File: config.mk
export PLATFORM = sky130hd
export DESIGN_NAME = fifo_write_arbiter_flat
export DESIGN_NICKNAME = d
export VERILOG_FILES = /design/src/rtl/fifo_write_arbiter_if.sv /design/src/rtl/fifo_write_arbiter.sv /design/src/flat_wrapper.sv
export SDC_FILE = /design/constraint.sdc
export NUM_CORES = 1
export LEC_CHECK = 0
export CAP_MARGIN = 20
export CORE_MARGIN = 2
export CORE_UTILIZATION = 40
export DETAILED_ROUTE_END_ITERATION = 8
export PLACE_DENSITY = 0.85
export SLEW_MARGIN = 10
export SYNTH_ARGS = -nofsm -noshare
export SYNTH_HDL_FRONTEND = slang
export SYNTH_SLANG_ARGS = --single-unit
export TNS_END_PERCENT = 20
File: constraint.sdc
create_clock -name clk -period 3.47 [get_ports clk]
set_clock_uncertainty 0.05 [all_clocks]
set_input_delay 0.694 -clock clk [delete_from_list [all_inputs] [get_ports clk]]
set_output_delay 0.694 -clock clk [all_outputs]
set_load 0.005 [all_outputs]
File: src/rtl/fifo_write_arbiter_if.sv
// Shared FIFO write-port bundle: producer valid/ready lanes plus the FIFO write side.
// The arbiter takes the slave view; the producers and FIFO together take the master view.
interface fifo_write_arbiter_if #(
    parameter int NUM_REQ    = 4,
    parameter int DATA_WIDTH = 8
);
    logic [NUM_REQ-1:0]            req_valid;
    logic [NUM_REQ-1:0]            req_last;
    logic [NUM_REQ*DATA_WIDTH-1:0] req_data;
    logic [NUM_REQ-1:0]            req_ready;
    logic                          fifo_full;
    logic                          fifo_w_en;
    logic [DATA_WIDTH-1:0]         fifo_data;

    modport master (
        output req_valid, req_last, req_data, fifo_full,
        input  req_ready, fifo_w_en, fifo_data
    );

    modport slave (
        input  req_valid, req_last, req_data, fifo_full,
        output req_ready, fifo_w_en, fifo_data
    );
endinterface

File: src/rtl/fifo_write_arbiter.sv
// Round-robin arbiter sharing one FIFO write port, with burst lock up to MAX_BURST beats.
// Latency: zero cycles, request to FIFO write is purely combinational.
// Backpressure: fifo_full suppresses ready and write enable; grant and burst state hold.
module fifo_write_arbiter #(
    parameter int NUM_REQ    = 4,
    parameter int DATA_WIDTH = 8,
    parameter int MAX_BURST  = 4
) (
    input  logic                       clk,
    input  logic                       rst,
    fifo_write_arbiter_if.slave        bus,
    output logic [$clog2(NUM_REQ)-1:0] grant_id,
    output logic                       busy
);
    localparam int IW = $clog2(NUM_REQ);
    localparam int CW = $clog2(MAX_BURST + 1);

    typedef enum logic {IDLE, BURST} state_t;

    state_t          state, state_nxt;
    logic [IW-1:0]   owner, owner_nxt;
    logic [IW-1:0]   last_owner, last_owner_nxt;
    logic [CW-1:0]   beat_cnt, beat_cnt_nxt;
    logic [IW-1:0]   sel, gnt;
    logic            sel_found;
    logic            wr;

    // Search starts just past the previous owner so it gets lowest priority.
    always_comb begin
        sel       = '0;
        sel_found = 1'b0;
        for (int k = 1; k <= NUM_REQ; k++) begin
            if (!sel_found && bus.req_valid[IW'((int'(last_owner) + k) % NUM_REQ)]) begin
                sel_found = 1'b1;
                sel       = IW'((int'(last_owner) + k) % NUM_REQ);
            end
        end
    end

    always_ff @(posedge clk) begin
        if (rst) begin
            state      <= IDLE;
            owner      <= '0;
            last_owner <= IW'(NUM_REQ - 1);
            beat_cnt   <= '0;
        end else begin
            state      <= state_nxt;
            owner      <= owner_nxt;
            last_owner <= last_owner_nxt;
            beat_cnt   <= beat_cnt_nxt;
        end
    end

    always_comb begin
        state_nxt      = state;
        owner_nxt      = owner;
        last_owner_nxt = last_owner;
        beat_cnt_nxt   = beat_cnt;
        bus.req_ready  = '0;
        grant_id       = '0;
        busy           = 1'b0;
        gnt            = sel;
        wr             = 1'b0;
        case (state)
            IDLE: begin
                if (sel_found) begin
                    grant_id = sel;
                    if (!bus.fifo_full) begin
                        bus.req_ready[sel] = 1'b1;
                        wr                 = 1'b1;
                        if (bus.req_last[sel] || MAX_BURST == 1) begin
                            last_owner_nxt = sel;
                        end else begin
                            state_nxt    = BURST;
                            owner_nxt    = sel;
                            beat_cnt_nxt = CW'(1);
                        end
                    end
                end
            end
            BURST: begin
                // Lock holds even when the owner idles; other requesters wait.
                gnt                  = owner;
                busy                 = 1'b1;
                grant_id             = owner;
                bus.req_ready[owner] = !bus.fifo_full;
                wr                   = bus.req_valid[owner] && !bus.fifo_full;
                if (wr) begin
                    if (bus.req_last[owner] || (beat_cnt + CW'(1)) == CW'(MAX_BURST)) begin
                        state_nxt      = IDLE;
                        last_owner_nxt = owner;
                        beat_cnt_nxt   = '0;
                    end else begin
                        beat_cnt_nxt = beat_cnt + CW'(1);
                    end
                end
            end
            default: state_nxt = IDLE;
        endcase
    end

    always_comb begin
        bus.fifo_w_en = wr;
        bus.fifo_data = '0;
        for (int i = 0; i < NUM_REQ; i++) begin
            if (wr && IW'(i) == gnt) begin
                bus.fifo_data = bus.req_data[i*DATA_WIDTH +: DATA_WIDTH];
            end
        end
    end
endmodule
File: src/flat_wrapper.sv
// flat-port wrapper written by rule: the top's interface ports become plain ports
module fifo_write_arbiter_flat 
#(
    parameter int NUM_REQ    = 4,
    parameter int DATA_WIDTH = 8,
    parameter int MAX_BURST  = 4
)
  (clk, rst, grant_id, busy, bus_req_valid, bus_req_last, bus_req_data, bus_fifo_full, bus_req_ready, bus_fifo_w_en, bus_fifo_data);
  fifo_write_arbiter_if #(.NUM_REQ(NUM_REQ), .DATA_WIDTH(DATA_WIDTH)) bus_i ();
  input  logic clk;
  input  logic rst;
  output logic [$clog2(NUM_REQ)-1:0] grant_id;
  output logic busy;
  input wire logic [$bits(bus_i.req_valid)-1:0] bus_req_valid;
  input wire logic [$bits(bus_i.req_last)-1:0] bus_req_last;
  input wire logic [$bits(bus_i.req_data)-1:0] bus_req_data;
  input wire logic [$bits(bus_i.fifo_full)-1:0] bus_fifo_full;
  output wire logic [$bits(bus_i.req_ready)-1:0] bus_req_ready;
  output wire logic [$bits(bus_i.fifo_w_en)-1:0] bus_fifo_w_en;
  output wire logic [$bits(bus_i.fifo_data)-1:0] bus_fifo_data;
  assign bus_i.req_valid = bus_req_valid;
  assign bus_i.req_last = bus_req_last;
  assign bus_i.req_data = bus_req_data;
  assign bus_i.fifo_full = bus_fifo_full;
  assign bus_req_ready = bus_i.req_ready;
  assign bus_fifo_w_en = bus_i.fifo_w_en;
  assign bus_fifo_data = bus_i.fifo_data;
  fifo_write_arbiter #(.NUM_REQ(NUM_REQ), .DATA_WIDTH(DATA_WIDTH), .MAX_BURST(MAX_BURST)) u_core (.clk(clk), .rst(rst), .bus(bus_i), .grant_id(grant_id), .busy(busy));
endmodule
==> results.toml, run 1 <==
[run_status]
status = "completed"

[cts]
cts_hold_buf = 0
ctsLongestPathBuffers = 2
cts.sinks = 8
cts_root_buffer = "clkbuf_4"
clkSlewWorstSetupHoldPaths_ps = 50
cts_buffers = 3
clock_latency_ps = 250
h-tree-depth = 1
cts_tree = "built"
cts_setup_buffers = 0

[pwr]
p_sw_frac = 0.372
clkPwrFrac = 0.117
p_per_area_mw_per_mm2 = 355
ir_drop_uv = 224
p_leak_nw = 0.780
pwr-share-seq = 0.212
p_int_uw = 384
p_comb_frac = 0.671
switchingPower_uw = 227

[worst_setup_path]
critPathArrivalTime_ps = 2700
cpMaxStageDelayCell = "clkdlybuf4s50_1"
crit_fanout = 8
path_class = "in -> out"
cp_cell_sequence = "dlygate4sd2_1 -> buf_4 -> nor2_1 -> o21ai_0 -> o211ai_2 -> buf_4 -> and2_1 -> a21oi_2 -> buf_4 -> o22ai_1 -> clkdlybuf4s50_1"
crit_path_start_kind = "primary input"
end_kind = "output port"
slowest_delay_ps = 520
crit_required_ps = 2730
cp_common_cell = "buf_4"

[die]
core_mm2 = 0.00225
row_count = 17
dieArea_mm2 = 0.00284
ios = 59
die_h_um = 53.3
dieWidth_um = 53.3
start_util = 0.432

[routing]
ant_nets = 0
viasPerCell = 5.81
finalWirelength_um = 3290
detail_route.wl_per_cell_um = 15.0
first_pass_iters = 4
vias = 1273
drtIter0Drc = 36
drc_errors = 0

[placement]
dpl.hpwl_um = 2690
place_area_mm2 = 0.00169
port_buffers = 58
gp_congestion = 0.929

[min_path]
hp-class = "reg -> reg"

[timing]
holdWs_ps = 491
worst_slew_pin_slew_ps = 424
slew_headroom = 0.709
min_period_ps = 3440
hold_viol = 0
finalCritPeriodShare = 0.991
finalSetupViolations = 0
slew_viol_final = 0
fmax_ghz = 0.291
rsz0062_at_grt = "true"

[layout]
final_nets = 238
layout_common_cells = "clkdlybuf4s50_1, mux2i_1, buf_4, o22ai_1, dfxtp_1"
final_layout_size_suffix_gt1_frac = 0.168
area_growth_pct = 76.6
final_common_cell = "clkdlybuf4s50_1"
antenna_cells = 0
postLayoutCellArea_mm2 = 0.00172

[run]
max_cap_violations = 0

[yosys]
synth_top_cell_by_area = "mux2i_1"
ys.flop_type = "dfxtp_1"
syn_area_um2 = 973
synth.distinct_cells = 41
netlist.area_leader.share = 0.195
synth_area_per_cell_um2 = 8.18
synth_enable_flop_cells = 0
ys.warnings.count = 0
yosysSeqAreaShare = 0.165
ys_ff_latch = 8
syn_nets = 164
synthTopCellsByArea = "mux2i_1, dfxtp_1, o22ai_1, a21oi_1, o21ai_0"
async_reset_ff_frac = 0
netlist_instances = 119

[grt]
grt_first_pass_wirelength_um = 5320
grt_usage = 0.251
grt-ovfl-total = 0
antenna_found_initial = 0
grt_max_degree = 20
grt_pass1_vias = 1290
[worst max-delay path: cells and delay by family]
family	cells	cell delay [ps]
buffers and inverters	5	1310
AO/OA/AOI/OAI	4	440
AND/OR/NAND/NOR	2	250
[power by group through the flow]
stage	clock network [mW]	registers (mW)	logic [mW]
2_1_floorplan	0	0.119	0.222
3_3_place_gp	0	0.129	0.408
3_5_place_dp	0	0.130	0.418
4_1_cts	0.0750	0.128	0.413
5_1_grt	0.0785	0.131	0.444
6_report	0.0715	0.129	0.410
[final timing paths]
path                             start                    to  slack (ps)  cells after the start
hold / removal      u_core.beat_cnt[2]    u_core.beat_cnt[2]         490                      2
hold reg to reg     u_core.beat_cnt[2]    u_core.beat_cnt[2]         490                      2
setup reg to reg  u_core.last_owner[1]  u_core.last_owner[0]        1310                      7
setup / recovery      bus_req_valid[2]      bus_fifo_data[5]          30                     11
[metrics by stage]
step           setup WS [ps]  cells  TNS [ps]   util  total power, mW
2_1_floorplan            759    119         0      -            0.341
3_3_place_gp            -269    216     -1540  0.751            0.537
3_5_place_dp            -353    216     -2370  0.751            0.548
4_1_cts                 11.7    219         0  0.759            0.616
5_1_grt                -79.5    219      -158  0.762            0.654
6_report                30.9    219         0  0.762            0.611
[timing repair]
item / 4_1_cts / 5_1_grt
resized for setup: 10 / 6
setup endpoints to repair: 13 / 5
pin swaps: 0 / 0
[routing by layer]
layer	global-route usage	up-vias	routed length (um)
met3	0.0452	8	302
met1	0.271	576	1230
met2	0.484	78	1690
met4	0.0726	0	63
li1	-	611	-
met5	0	-	0
[sequential cells by signal, indices dropped and copies added, names as in the netlist]
register,flops
u_core.owner,2
u_core.state,1
u_core.beat_cnt,3
u_core.last_owner,2
[cell families after synthesis]
logic type	count (synthesis)	share of synthesized area
AO/OA/AOI/OAI	39	0.287
multiplexers	22	0.261
AND/OR/NAND/NOR	34	0.186
buffers and inverters	13	0.0668
adder cells (fa/ha/maj)	2	0.0257
XOR/XNOR	1	0.00900
flip-flops	8	0.165
[final cells by class]
| class | instances | area, um2 |
|---|---|---|
| Inverter | 7 | 26.3 |
| Timing Repair Buffer | 75 | 713 |
| Sequential cell | 8 | 160 |
| Fill cell | 180 | 536 |
| Tap cell | 28 | 35.0 |
| Multi-Input combinational cell | 98 | 762 |
| Clock buffer | 3 | 22.5 |
[synthesized netlist by cell type, types with 3 or more instances]
library cell and instances:
nor3_1 3, nor4_1 4, nand2_1 7, a311oi_1 3, dfxtp_1 8, nand2b_1 3
mux2i_1 19, a21oi_1 7, nor2_1 6, inv_1 7, o21ai_0 6, clkbuf_1 3
nor2b_1 3, o22ai_1 10
(Power assumes the default switching activity.)
==> run 2: changes to the inputs <==
--- a/config.mk
+++ b/config.mk
@@ -9,9 +9,8 @@
 export CORE_MARGIN = 2
 export CORE_UTILIZATION = 40
 export DETAILED_ROUTE_END_ITERATION = 8
-export PLACE_DENSITY = 0.85
+export PLACE_DENSITY = 0.87
 export SLEW_MARGIN = 10
 export SYNTH_ARGS = -nofsm -noshare
 export SYNTH_HDL_FRONTEND = slang
 export SYNTH_SLANG_ARGS = --single-unit
-export TNS_END_PERCENT = 20
==> results.toml, run 2 (synthesized netlist as in run 1, its figures left out) <==
[routing]
finalWirelength_um = 3500
vias = 1287
drtIter0Drc = 25
detail_route.wl_per_cell_um = 15.8
drc_errors = 0
ant_nets = 0
first_pass_iters = 4
viasPerCell = 5.80

[placement]
port_buffers = 58
dpl.hpwl_um = 2710
dp_cells = 216
gp_congestion = 0.911
place_area_mm2 = 0.00169
pre_cts_slack_ps = -286

[pwr]
p_per_area_mw_per_mm2 = 365
p_leak_nw = 0.865
ir_drop_uv = 273

[grt]
grt_pass1_vias = 1269
grt-ovfl-total = 0
antenna_found_initial = 0
grt_max_degree = 12
grt_usage = 0.262
grt_first_pass_wirelength_um = 5420

[timing]
min_period_ps = 3380
finalCritPeriodShare = 0.974
slew_viol_final = 0
hold_viol = 0
slew_headroom = 0.675
holdWs_ps = 488
finalSetupViolations = 0
fmax_ghz = 0.296
worst_slew_pin_slew_ps = 474
rsz0062_at_grt = "false"
setup_ws_ps = 90.9

[worst_setup_path]
slowest_delay_ps = 520
path_class = "in -> out"
crit_required_ps = 2730
cp_cell_sequence = "clkdlybuf4s50_1 -> buf_4 -> inv_1 -> a21oi_1 -> o211ai_2 -> buf_6 -> and2_1 -> a21oi_2 -> buf_4 -> o22ai_1 -> dlygate4sd2_1"
crit_path_start_kind = "primary input"
cp_common_cell = "buf_4"
cpMaxStageDelayCell = "clkdlybuf4s50_1"
crit_fanout = 8
critPathArrivalTime_ps = 2640
end_kind = "output port"

[die]
ios = 59
start_util = 0.432
row_count = 17
dieWidth_um = 53.3
die_h_um = 53.3
core_mm2 = 0.00225
dieArea_mm2 = 0.00284

[cts]
cts.sinks = 8
h-tree-depth = 1
cts_buffers = 3
clock_latency_ps = 260
cts_tree = "built"
ctsLongestPathBuffers = 2
cts_root_buffer = "clkbuf_4"
clkSlewWorstSetupHoldPaths_ps = 60

[layout]
top_register = "u_core.beat_cnt"
final_common_cell = "clkdlybuf4s50_1"
final_layout_size_suffix_gt1_frac = 0.201
layout_common_cells = "clkdlybuf4s50_1, buf_4, mux2i_1, o22ai_1, dlygate4sd2_1"
stdcell_count = 222
final_nets = 241
postLayoutCellArea_mm2 = 0.00180
reg.largest.list = "u_core.beat_cnt x3, u_core.last_owner x2, u_core.owner x2"
nFillCells = 154
area_growth_pct = 85.1
antenna_cells = 0
largest_reg_flops = 3
postLayoutCoreUtil = 0.799

[run]
max_cap_violations = 0

[run_status]
status = "completed"

[min_path]
hp-class = "reg -> reg"
-- run 2: cell type report --
cell class                 count  area, um2  area share
multi-input combinational     98        785       0.435
timing repair buffer          78        773       0.429
tap                           28       35.0      0.0194
clock buffer                   3       22.5      0.0125
sequential                     8        160      0.0889
inverter                       7       26.3      0.0146
-- run 2: repair_timing --
action | CTS | global route
hold buffers | 0 | 0
pin swaps | 1 | 0
setup endpoints to repair | 10 | 12
resized for setup | 14 | 11
cloned | 1 | 0
setup buffers | 1 | 1
-- run 2: stage by stage --
stage          TNS (ps)  power [mW]
2_1_floorplan         0       0.341
3_3_place_gp      -1500       0.537
3_5_place_dp      -2000       0.545
4_1_cts            -120       0.643
5_1_grt               0       0.699
6_report              0       0.657
-- run 2: path summary, 6_finish.rpt --
kind	startpoint	end	slack, ps	cells after the start
min reg2reg	u_core.beat_cnt[2]	u_core.beat_cnt[2]	490	2
max reg2reg	u_core.last_owner[1]	u_core.beat_cnt[1]	1270	7
max	bus_req_valid[2]	bus_fifo_data[3]	90	11
min	u_core.beat_cnt[2]	u_core.beat_cnt[2]	490	2
-- run 2: critical path, delay by kind of cell --
kind | cells | cell delay [ps]
AND/OR/NAND/NOR | 1 | 150
buffers and inverters | 6 | 1300
AO/OA/AOI/OAI | 4 | 490
-- run 2: routing by layer --
metal	vias to the layer above	wire, um	global-route usage
li1	612	-	-
met2	79	1810	0.484
met1	587	1250	0.275
met3	9	381	0.0763
met5	-	0	0
met4	0	62	0.0940
-- run 2: power breakdown --
group          internal, mW  switching [mW]
clock                0.0398          0.0353
combinational         0.271           0.181
sequential            0.105          0.0243
